<file path="src/rtl/ps2_key_ctrl_pkg.sv">
// Shared constants for the PS/2 key controller: scan-code prefixes, discard set,
// decoder state encoding and key-event field positions.
// Pure declarations; no logic, no latency, no flow control.
package ps2_key_ctrl_pkg;

    // Scan-code prefixes that steer the decoder rather than produce events.
    localparam logic [7:0] SC_EXT  = 8'hE0;   // extended key prefix
    localparam logic [7:0] SC_BRK  = 8'hF0;   // break (release) prefix
    localparam logic [7:0] SC_SKIP = 8'hE1;   // Pause/Break sequence prefix

    // Bytes that are keyboard status/acknowledge traffic, never key codes.
    localparam logic [7:0] DC_ERR0 = 8'h00;   // buffer overrun / error
    localparam logic [7:0] DC_BAT  = 8'hAA;   // self-test passed
    localparam logic [7:0] DC_ECHO = 8'hEE;   // echo response
    localparam logic [7:0] DC_ACK  = 8'hFA;   // command acknowledge
    localparam logic [7:0] DC_BATF = 8'hFC;   // self-test failed
    localparam logic [7:0] DC_DIAG = 8'hFD;   // internal failure
    localparam logic [7:0] DC_RSND = 8'hFE;   // resend request
    localparam logic [7:0] DC_ERR1 = 8'hFF;   // buffer overrun / error

    // Decoder states.
    typedef enum logic [2:0] {
        ST_IDLE    = 3'd0,
        ST_EXT     = 3'd1,
        ST_BRK     = 3'd2,
        ST_EXT_BRK = 3'd3,
        ST_SKIP    = 3'd4
    } dec_state_t;

    // Key-event word layout: {ext, brk, code[7:0]}.
    localparam int KEY_W        = 10;
    localparam int KEY_EXT_POS  = 9;
    localparam int KEY_BRK_POS  = 8;
    localparam int KEY_CODE_LSB = 0;
    localparam int KEY_CODE_W   = 8;

    function automatic logic is_discard(input logic [7:0] b);
        case (b)
            DC_ERR0, DC_BAT, DC_ECHO, DC_ACK,
            DC_BATF, DC_DIAG, DC_RSND, DC_ERR1: return 1'b1;
            default:                            return 1'b0;
        endcase
    endfunction

endpackage

</file>
<file path="src/rtl/ps2_key_ctrl_fifo.sv">
// key_fifo: show-ahead event FIFO, DEPTH entries (power of two) of WIDTH bits.
// Latency: a push is visible on head_dat/head_vld/count the cycle after the write edge.
// Backpressure: push while full is dropped (drop pulses) unless a pop happens on the same edge.
// Ports: clk/rst; push_vld/push_dat write side; pop_req advances head (ignored when empty);
//        head_dat (0 when empty), head_vld, full, drop (comb), count (0..DEPTH).
module key_fifo #(
    parameter int DEPTH = 8,
    parameter int WIDTH = 10
) (
    input  logic                     clk,
    input  logic                     rst,
    input  logic                     push_vld,
    input  logic [WIDTH-1:0]         push_dat,
    input  logic                     pop_req,
    output logic [WIDTH-1:0]         head_dat,
    output logic                     head_vld,
    output logic                     full,
    output logic                     drop,
    output logic [$clog2(DEPTH):0]   count
);

    localparam int AW = $clog2(DEPTH);
    localparam logic [AW:0] FULL_CNT = DEPTH[AW:0];

    logic [AW-1:0]    wr_ptr_q, wr_ptr_d;
    logic [AW-1:0]    rd_ptr_q, rd_ptr_d;
    logic [AW:0]      count_q,  count_d;
    logic [WIDTH-1:0] mem_q [DEPTH];

    logic empty;
    logic do_pop;
    logic do_push;

    assign empty   = (count_q == '0);
    assign full    = (count_q == FULL_CNT);
    assign do_pop  = pop_req && !empty;
    // A pop on the same edge frees a slot, so a full FIFO still accepts.
    assign do_push = push_vld && (!full || do_pop);
    assign drop    = push_vld && full && !do_pop;

    always_comb begin
        wr_ptr_d = wr_ptr_q;
        rd_ptr_d = rd_ptr_q;
        count_d  = count_q;
        // DEPTH is a power of two, so pointer wrap is plain overflow.
        if (do_push) wr_ptr_d = wr_ptr_q + AW'(1);
        if (do_pop)  rd_ptr_d = rd_ptr_q + AW'(1);
        case ({do_push, do_pop})
            2'b10:   count_d = count_q + (AW+1)'(1);
            2'b01:   count_d = count_q - (AW+1)'(1);
            default: count_d = count_q;
        endcase
    end

    always_ff @(posedge clk or posedge rst) begin
        if (rst) begin
            wr_ptr_q <= '0;
            rd_ptr_q <= '0;
            count_q  <= '0;
        end else begin
            wr_ptr_q <= wr_ptr_d;
            rd_ptr_q <= rd_ptr_d;
            count_q  <= count_d;
        end
    end

    // Storage needs no reset: an entry is only observable once count covers it.
    always_ff @(posedge clk) begin
        if (do_push) mem_q[wr_ptr_q] <= push_dat;
    end

    assign head_vld = !empty;
    assign head_dat = empty ? '0 : mem_q[rd_ptr_q];
    assign count    = count_q;

endmodule

</file>
<file path="src/rtl/ps2_key_ctrl.sv">
// ps2_key_ctrl: turns a PS/2 byte stream into {ext, brk, code} key events held in a FIFO.
// Latency: event visible on keyData/keyValid one cycle after the edge that samples the strobe.
// Backpressure: none toward the receiver; events arriving while full are dropped and flagged sticky.
// Ports: clk, rst (async, active high); scanData/scanInt from the PS/2 receiver (rising scanInt =
//        new byte); rdEn pops head; clrOvf clears overflow; keyData/keyValid/fifoFull/overflow/
//        count status; irq = keyValid | overflow.
module ps2_key_ctrl
    import ps2_key_ctrl_pkg::*;
#(
    parameter int DEPTH    = 8,   // power of two, 2..64
    parameter int SKIP_LEN = 7    // bytes swallowed after E1, must be >= 1
) (
    input  logic                     clk,
    input  logic                     rst,
    input  logic [7:0]               scanData,
    input  logic                     scanInt,
    input  logic                     rdEn,
    input  logic                     clrOvf,
    output logic [KEY_W-1:0]         keyData,
    output logic                     keyValid,
    output logic                     fifoFull,
    output logic                     overflow,
    output logic [$clog2(DEPTH):0]   count,
    output logic                     irq
);

    localparam int SW = (SKIP_LEN < 2) ? 1 : $clog2(SKIP_LEN + 1);

    // Edge detect. The delay flop resets high so a level already high when
    // reset releases is not mistaken for a fresh byte.
    logic scan_int_dly_q, scan_int_dly_d;
    logic strobe;

    assign scan_int_dly_d = scanInt;
    assign strobe         = scanInt && !scan_int_dly_q;

    always_ff @(posedge clk or posedge rst) begin
        if (rst) scan_int_dly_q <= 1'b1;
        else     scan_int_dly_q <= scan_int_dly_d;
    end

    // Decoder FSM: state register.
    dec_state_t     state_q, state_d;
    logic [SW-1:0]  skip_cnt_q, skip_cnt_d;
    logic           discard;

    assign discard = is_discard(scanData);

    always_ff @(posedge clk or posedge rst) begin
        if (rst) begin
            state_q    <= ST_IDLE;
            skip_cnt_q <= '0;
        end else begin
            state_q    <= state_d;
            skip_cnt_q <= skip_cnt_d;
        end
    end

    // Decoder FSM: next state. Nothing moves without a strobe.
    always_comb begin
        state_d    = state_q;
        skip_cnt_d = skip_cnt_q;
        if (strobe) begin
            case (state_q)
                ST_IDLE: begin
                    if (scanData == SC_EXT) begin
                        state_d = ST_EXT;
                    end else if (scanData == SC_BRK) begin
                        state_d = ST_BRK;
                    end else if (scanData == SC_SKIP) begin
                        state_d    = ST_SKIP;
                        skip_cnt_d = SW'(SKIP_LEN);
                    end else begin
                        state_d = ST_IDLE;
                    end
                end
                ST_EXT: begin
                    if (discard)                 state_d = ST_IDLE;
                    else if (scanData == SC_BRK) state_d = ST_EXT_BRK;
                    else if (scanData == SC_EXT) state_d = ST_EXT;
                    else                         state_d = ST_IDLE;
                end
                ST_BRK, ST_EXT_BRK: begin
                    state_d = ST_IDLE;
                end
                ST_SKIP: begin
                    // Every byte counts here, discard-set bytes included.
                    skip_cnt_d = skip_cnt_q - SW'(1);
                    if (skip_cnt_q <= SW'(1)) state_d = ST_IDLE;
                end
                default: begin
                    state_d    = ST_IDLE;
                    skip_cnt_d = '0;
                end
            endcase
        end
    end

    // Decoder FSM: outputs (event push), Mealy on the strobe.
    logic             push_vld;
    logic             push_ext;
    logic             push_brk;
    logic [KEY_W-1:0] push_dat;

    always_comb begin
        push_vld = 1'b0;
        push_ext = 1'b0;
        push_brk = 1'b0;
        if (strobe && !discard) begin
            case (state_q)
                ST_IDLE: begin
                    push_vld = (scanData != SC_EXT) && (scanData != SC_BRK) &&
                               (scanData != SC_SKIP);
                end
                ST_EXT: begin
                    push_vld = (scanData != SC_EXT) && (scanData != SC_BRK);
                    push_ext = 1'b1;
                end
                ST_BRK: begin
                    push_vld = 1'b1;
                    push_brk = 1'b1;
                end
                ST_EXT_BRK: begin
                    push_vld = 1'b1;
                    push_ext = 1'b1;
                    push_brk = 1'b1;
                end
                default: push_vld = 1'b0;
            endcase
        end
    end

    always_comb begin
        push_dat = '0;
        push_dat[KEY_CODE_LSB +: KEY_CODE_W] = scanData;
        push_dat[KEY_EXT_POS]                = push_ext;
        push_dat[KEY_BRK_POS]                = push_brk;
    end

    // Event FIFO.
    logic fifo_drop;

    key_fifo #(
        .DEPTH (DEPTH),
        .WIDTH (KEY_W)
    ) u_fifo (
        .clk      (clk),
        .rst      (rst),
        .push_vld (push_vld),
        .push_dat (push_dat),
        .pop_req  (rdEn),
        .head_dat (keyData),
        .head_vld (keyValid),
        .full     (fifoFull),
        .drop     (fifo_drop),
        .count    (count)
    );

    // Sticky overflow. A drop on the same edge as clrOvf wins so no loss goes unreported.
    logic overflow_q, overflow_d;

    always_comb begin
        overflow_d = overflow_q;
        if (fifo_drop)   overflow_d = 1'b1;
        else if (clrOvf) overflow_d = 1'b0;
    end

    always_ff @(posedge clk or posedge rst) begin
        if (rst) overflow_q <= 1'b0;
        else     overflow_q <= overflow_d;
    end

    assign overflow = overflow_q;
    assign irq      = keyValid || overflow_q;

endmodule
</file>
<file path="config.mk">
export PLATFORM = sky130hd
export DESIGN_NAME = ps2_key_ctrl
export DESIGN_NICKNAME = d
export VERILOG_FILES = /design/src/rtl/ps2_key_ctrl_pkg.sv /design/src/rtl/ps2_key_ctrl_fifo.sv /design/src/rtl/ps2_key_ctrl.sv
export SDC_FILE = /design/constraint.sdc
export NUM_CORES = 1
export LEC_CHECK = 0
export ABC_AREA = 1
export CAP_MARGIN = 25
export CORE_MARGIN = 2
export CORE_UTILIZATION = 40
export DETAILED_ROUTE_END_ITERATION = 8
export GPL_TIMING_DRIVEN = 0
export PLACE_DENSITY = 0.67
export SYNTH_ARGS = -nofsm -noshare
export SYNTH_HDL_FRONTEND = slang
export SYNTH_SLANG_ARGS = --single-unit
export TNS_END_PERCENT = 30
</file>
<file path="constraint.sdc">
create_clock -name clk -period 2.68 [get_ports clk]
set_clock_uncertainty 0.05 [all_clocks]
set_input_delay 0.536 -clock clk [delete_from_list [all_inputs] [get_ports clk]]
set_output_delay 0.536 -clock clk [all_outputs]
set_load 0.1 [all_outputs]
</file>
==> summary.txt <==
dpl hpwl: 6.42 mm
post-layout min period: 2.63 ns
Detailed Route WL: 9.52 mm
RD Place Congestion: 0.787
Critical-path top delay cell: dfrtp_4
cell row count: 38
max cap viols: 0
Post-CTS Setup Repair Bufs: 0
share of cells above drive strength 1: 0.217
die area: 11,900 um^2
cell breakdown of the critical path: or2_4 > nor3_4 > inv_1 > clkbuf_4 > o21ai_1 > nor2_4 > buf_6
global-route usage over all layers: 0.174
worst hold start: skip_cnt_q[0]
gate count of the mapped netlist: 411
fmax: 0.380 GHz
CP peak stage delay: 0.51 ns
root buffer cell: clkbuf_8
RSZ-0062 raised after global routing: true
Final Hold Viols: 0
largest net degree at the start of global routing: 19
clk_lat worst skew: 0.36 ns
syn_nets: 430
I/O pin count: 31
Tcrit/Tclk final: 0.981
placed instance area: 4990 um^2
routed length per instance: 16.0 um
CTS max path bufs: 2
library cells used by synthesis: 32
# hold bufs at CTS: 0
gr ovfl total: 0
Post-synth top flop: edfxtp_1
WP data required: 2.09 ns
Synth async-reset ratio: 0.184
DR pass1 iterations: 4
synth top area cells: edfxtp_1 55%, dfrtp_1 9.7%, o21ai_0 6.9%
Design Area, Final: 5180 um^2
vias in the first global route: 2,987
number of synthesized flops with an enable pin: 80
crit-path leading delay family: simple AND/OR/NAND/NOR gates
CTS tree: built
first-pass GRT wire length: 15.2 mm
via density per instance: 5.02
Worst-Margin Slew: 0.973 ns
Syn Area/Cell: 10.7 um^2
CTS sink count: 98
startpoint types: register
Commonest cells post-synth: 80 x edfxtp_1, 80 x nor2_1, 61 x o21ai_0
die height: 109 um
FF-to-FF Start: state_q[1]
Die X: 109 um
count of input and output buffers: 30
Max Slew Vio Count: 0
Synth Cell Area: 4410 um^2
ANT cells: 0
Seq/Total Area, Yosys: 0.648
Inserted Clock Buffers: 9
Final ANT Viol Nets: 0
CTS H-tree depth: 3
Crit Path Category: reg -> out
crit path from: u_fifo.count[0]
Worst-path clk slew: 0.09 ns
status: finished, final reports clean
Initial Utilization: 0.408
# DRC: 0
Core Area: 10,800 um^2
Worst slew margin: 0.349
via count: 2,996
worst path bufs/invs: 3
FF+latch count, synth: 98
P&R area growth vs syn: 17.6%
# nets final: 471
final setup vio count: 0
post-CTS resize count: 107
min-delay worst type: reg -> reg
crit-path max FO: 10
area leader, netlist: edfxtp_1
Iteration-0 DRC Markers: 152
antenna violations before repair: 0
crit path DAT: 2.04 ns
Worst Setup End Kind: primary output
Syn. warnings: 0
share of the synthesized area in the top cell type: 0.545
state kept, by name (all words and copies together) (netlist names):
signal	count
overflow	1
scan_int_dly_q	1
skip_cnt_q	3
state_q	3
u_fifo.count	4
u_fifo.mem_q	80
u_fifo.rd_ptr_q	3
u_fifo.wr_ptr_q	3
cells in the final DEF (no fill, tap or decap), drive strengths merged, types with 6 or more instances in the layout:
| master | n |
|---|---|
| buf | 20 |
| ha | 6 |
| inv | 38 |
| clkbuf | 24 |
| nor2 | 93 |
| nand3 | 14 |
| o22ai | 20 |
| nand2 | 42 |
| clkdlybuf4s50 | 9 |
| o21ai | 64 |
| dfrtp | 17 |
| edfxtp | 80 |
metal layers:
metal  share of wire  up-vias  GRT usage
li1                -     1497          -
met5               0        -          0
met1            0.44     1398      0.233
met4           0.018        0     0.0687
met2            0.48       86      0.281
met3           0.062       15     0.0317
through the flow:
| stage | utilization | hold WS, ns | cells | setup TNS, ns | setup slack, ns |
|---|---|---|---|---|---|
| floorplan | - | 0.403 | 411 | -1.56 | -0.499 |
| global placement | 0.462 | 0.424 | 581 | -44.29 | -0.668 |
| detailed placement | 0.462 | 0.437 | 581 | -49.98 | -0.748 |
| CTS | 0.480 | 0.460 | 597 | 0 | 0.00379 |
| global route | 0.480 | 0.479 | 597 | -0.229 | -0.0470 |
| finish | 0.480 | 0.453 | 597 | 0 | 0.0498 |
layout make-up:
| cell class | count | area, um^2 |
|---|---|---|
| Timing Repair Buffer | 30 | 277 |
| Fill cell | 971 | 5610 |
| Tap cell | 140 | 175 |
| Sequential cell | 98 | 2860 |
| Inverter | 36 | 135 |
| Clock buffer | 10 | 128 |
| Clock inverter | 6 | 50.0 |
| Buffer | 17 | 100 |
| Multi-Input combinational cell | 260 | 1450 |
worst min-delay path, cell delays in order, from the launching register on:
cell	delay, ns
dfrtp_1	0.36
nand2_1	0.05
o21ai_0	0.06
logic make-up after synthesis:
family / count (synthesis) / synth area share
compound gates: 88 / 0.107
xor+xnor: 8 / 0.0159
fa+ha+maj: 6 / 0.0170
buf+inv: 53 / 0.0471
flops: 98 / 0.648
mux: 1 / 0.00256
simple gates: 157 / 0.162
final timing paths:
path                                      endpoint  slack [ns]  depth (start not counted)
min in group asynchronous       u_fifo.rd_ptr_q[1]        0.53                          2
worst min-delay path                 skip_cnt_q[0]        0.45                          2
worst max-delay path                    keyData[6]        0.05                          7
max in group asynchronous          u_fifo.count[1]        1.51                          2
worst min register to register       skip_cnt_q[0]        0.45                          2
worst max register to register     u_fifo.count[3]        0.21                         15
Power is left out: the tool's default activity adds up to more than one toggle a clock period on the data nets, which glitch-free logic cannot reach.
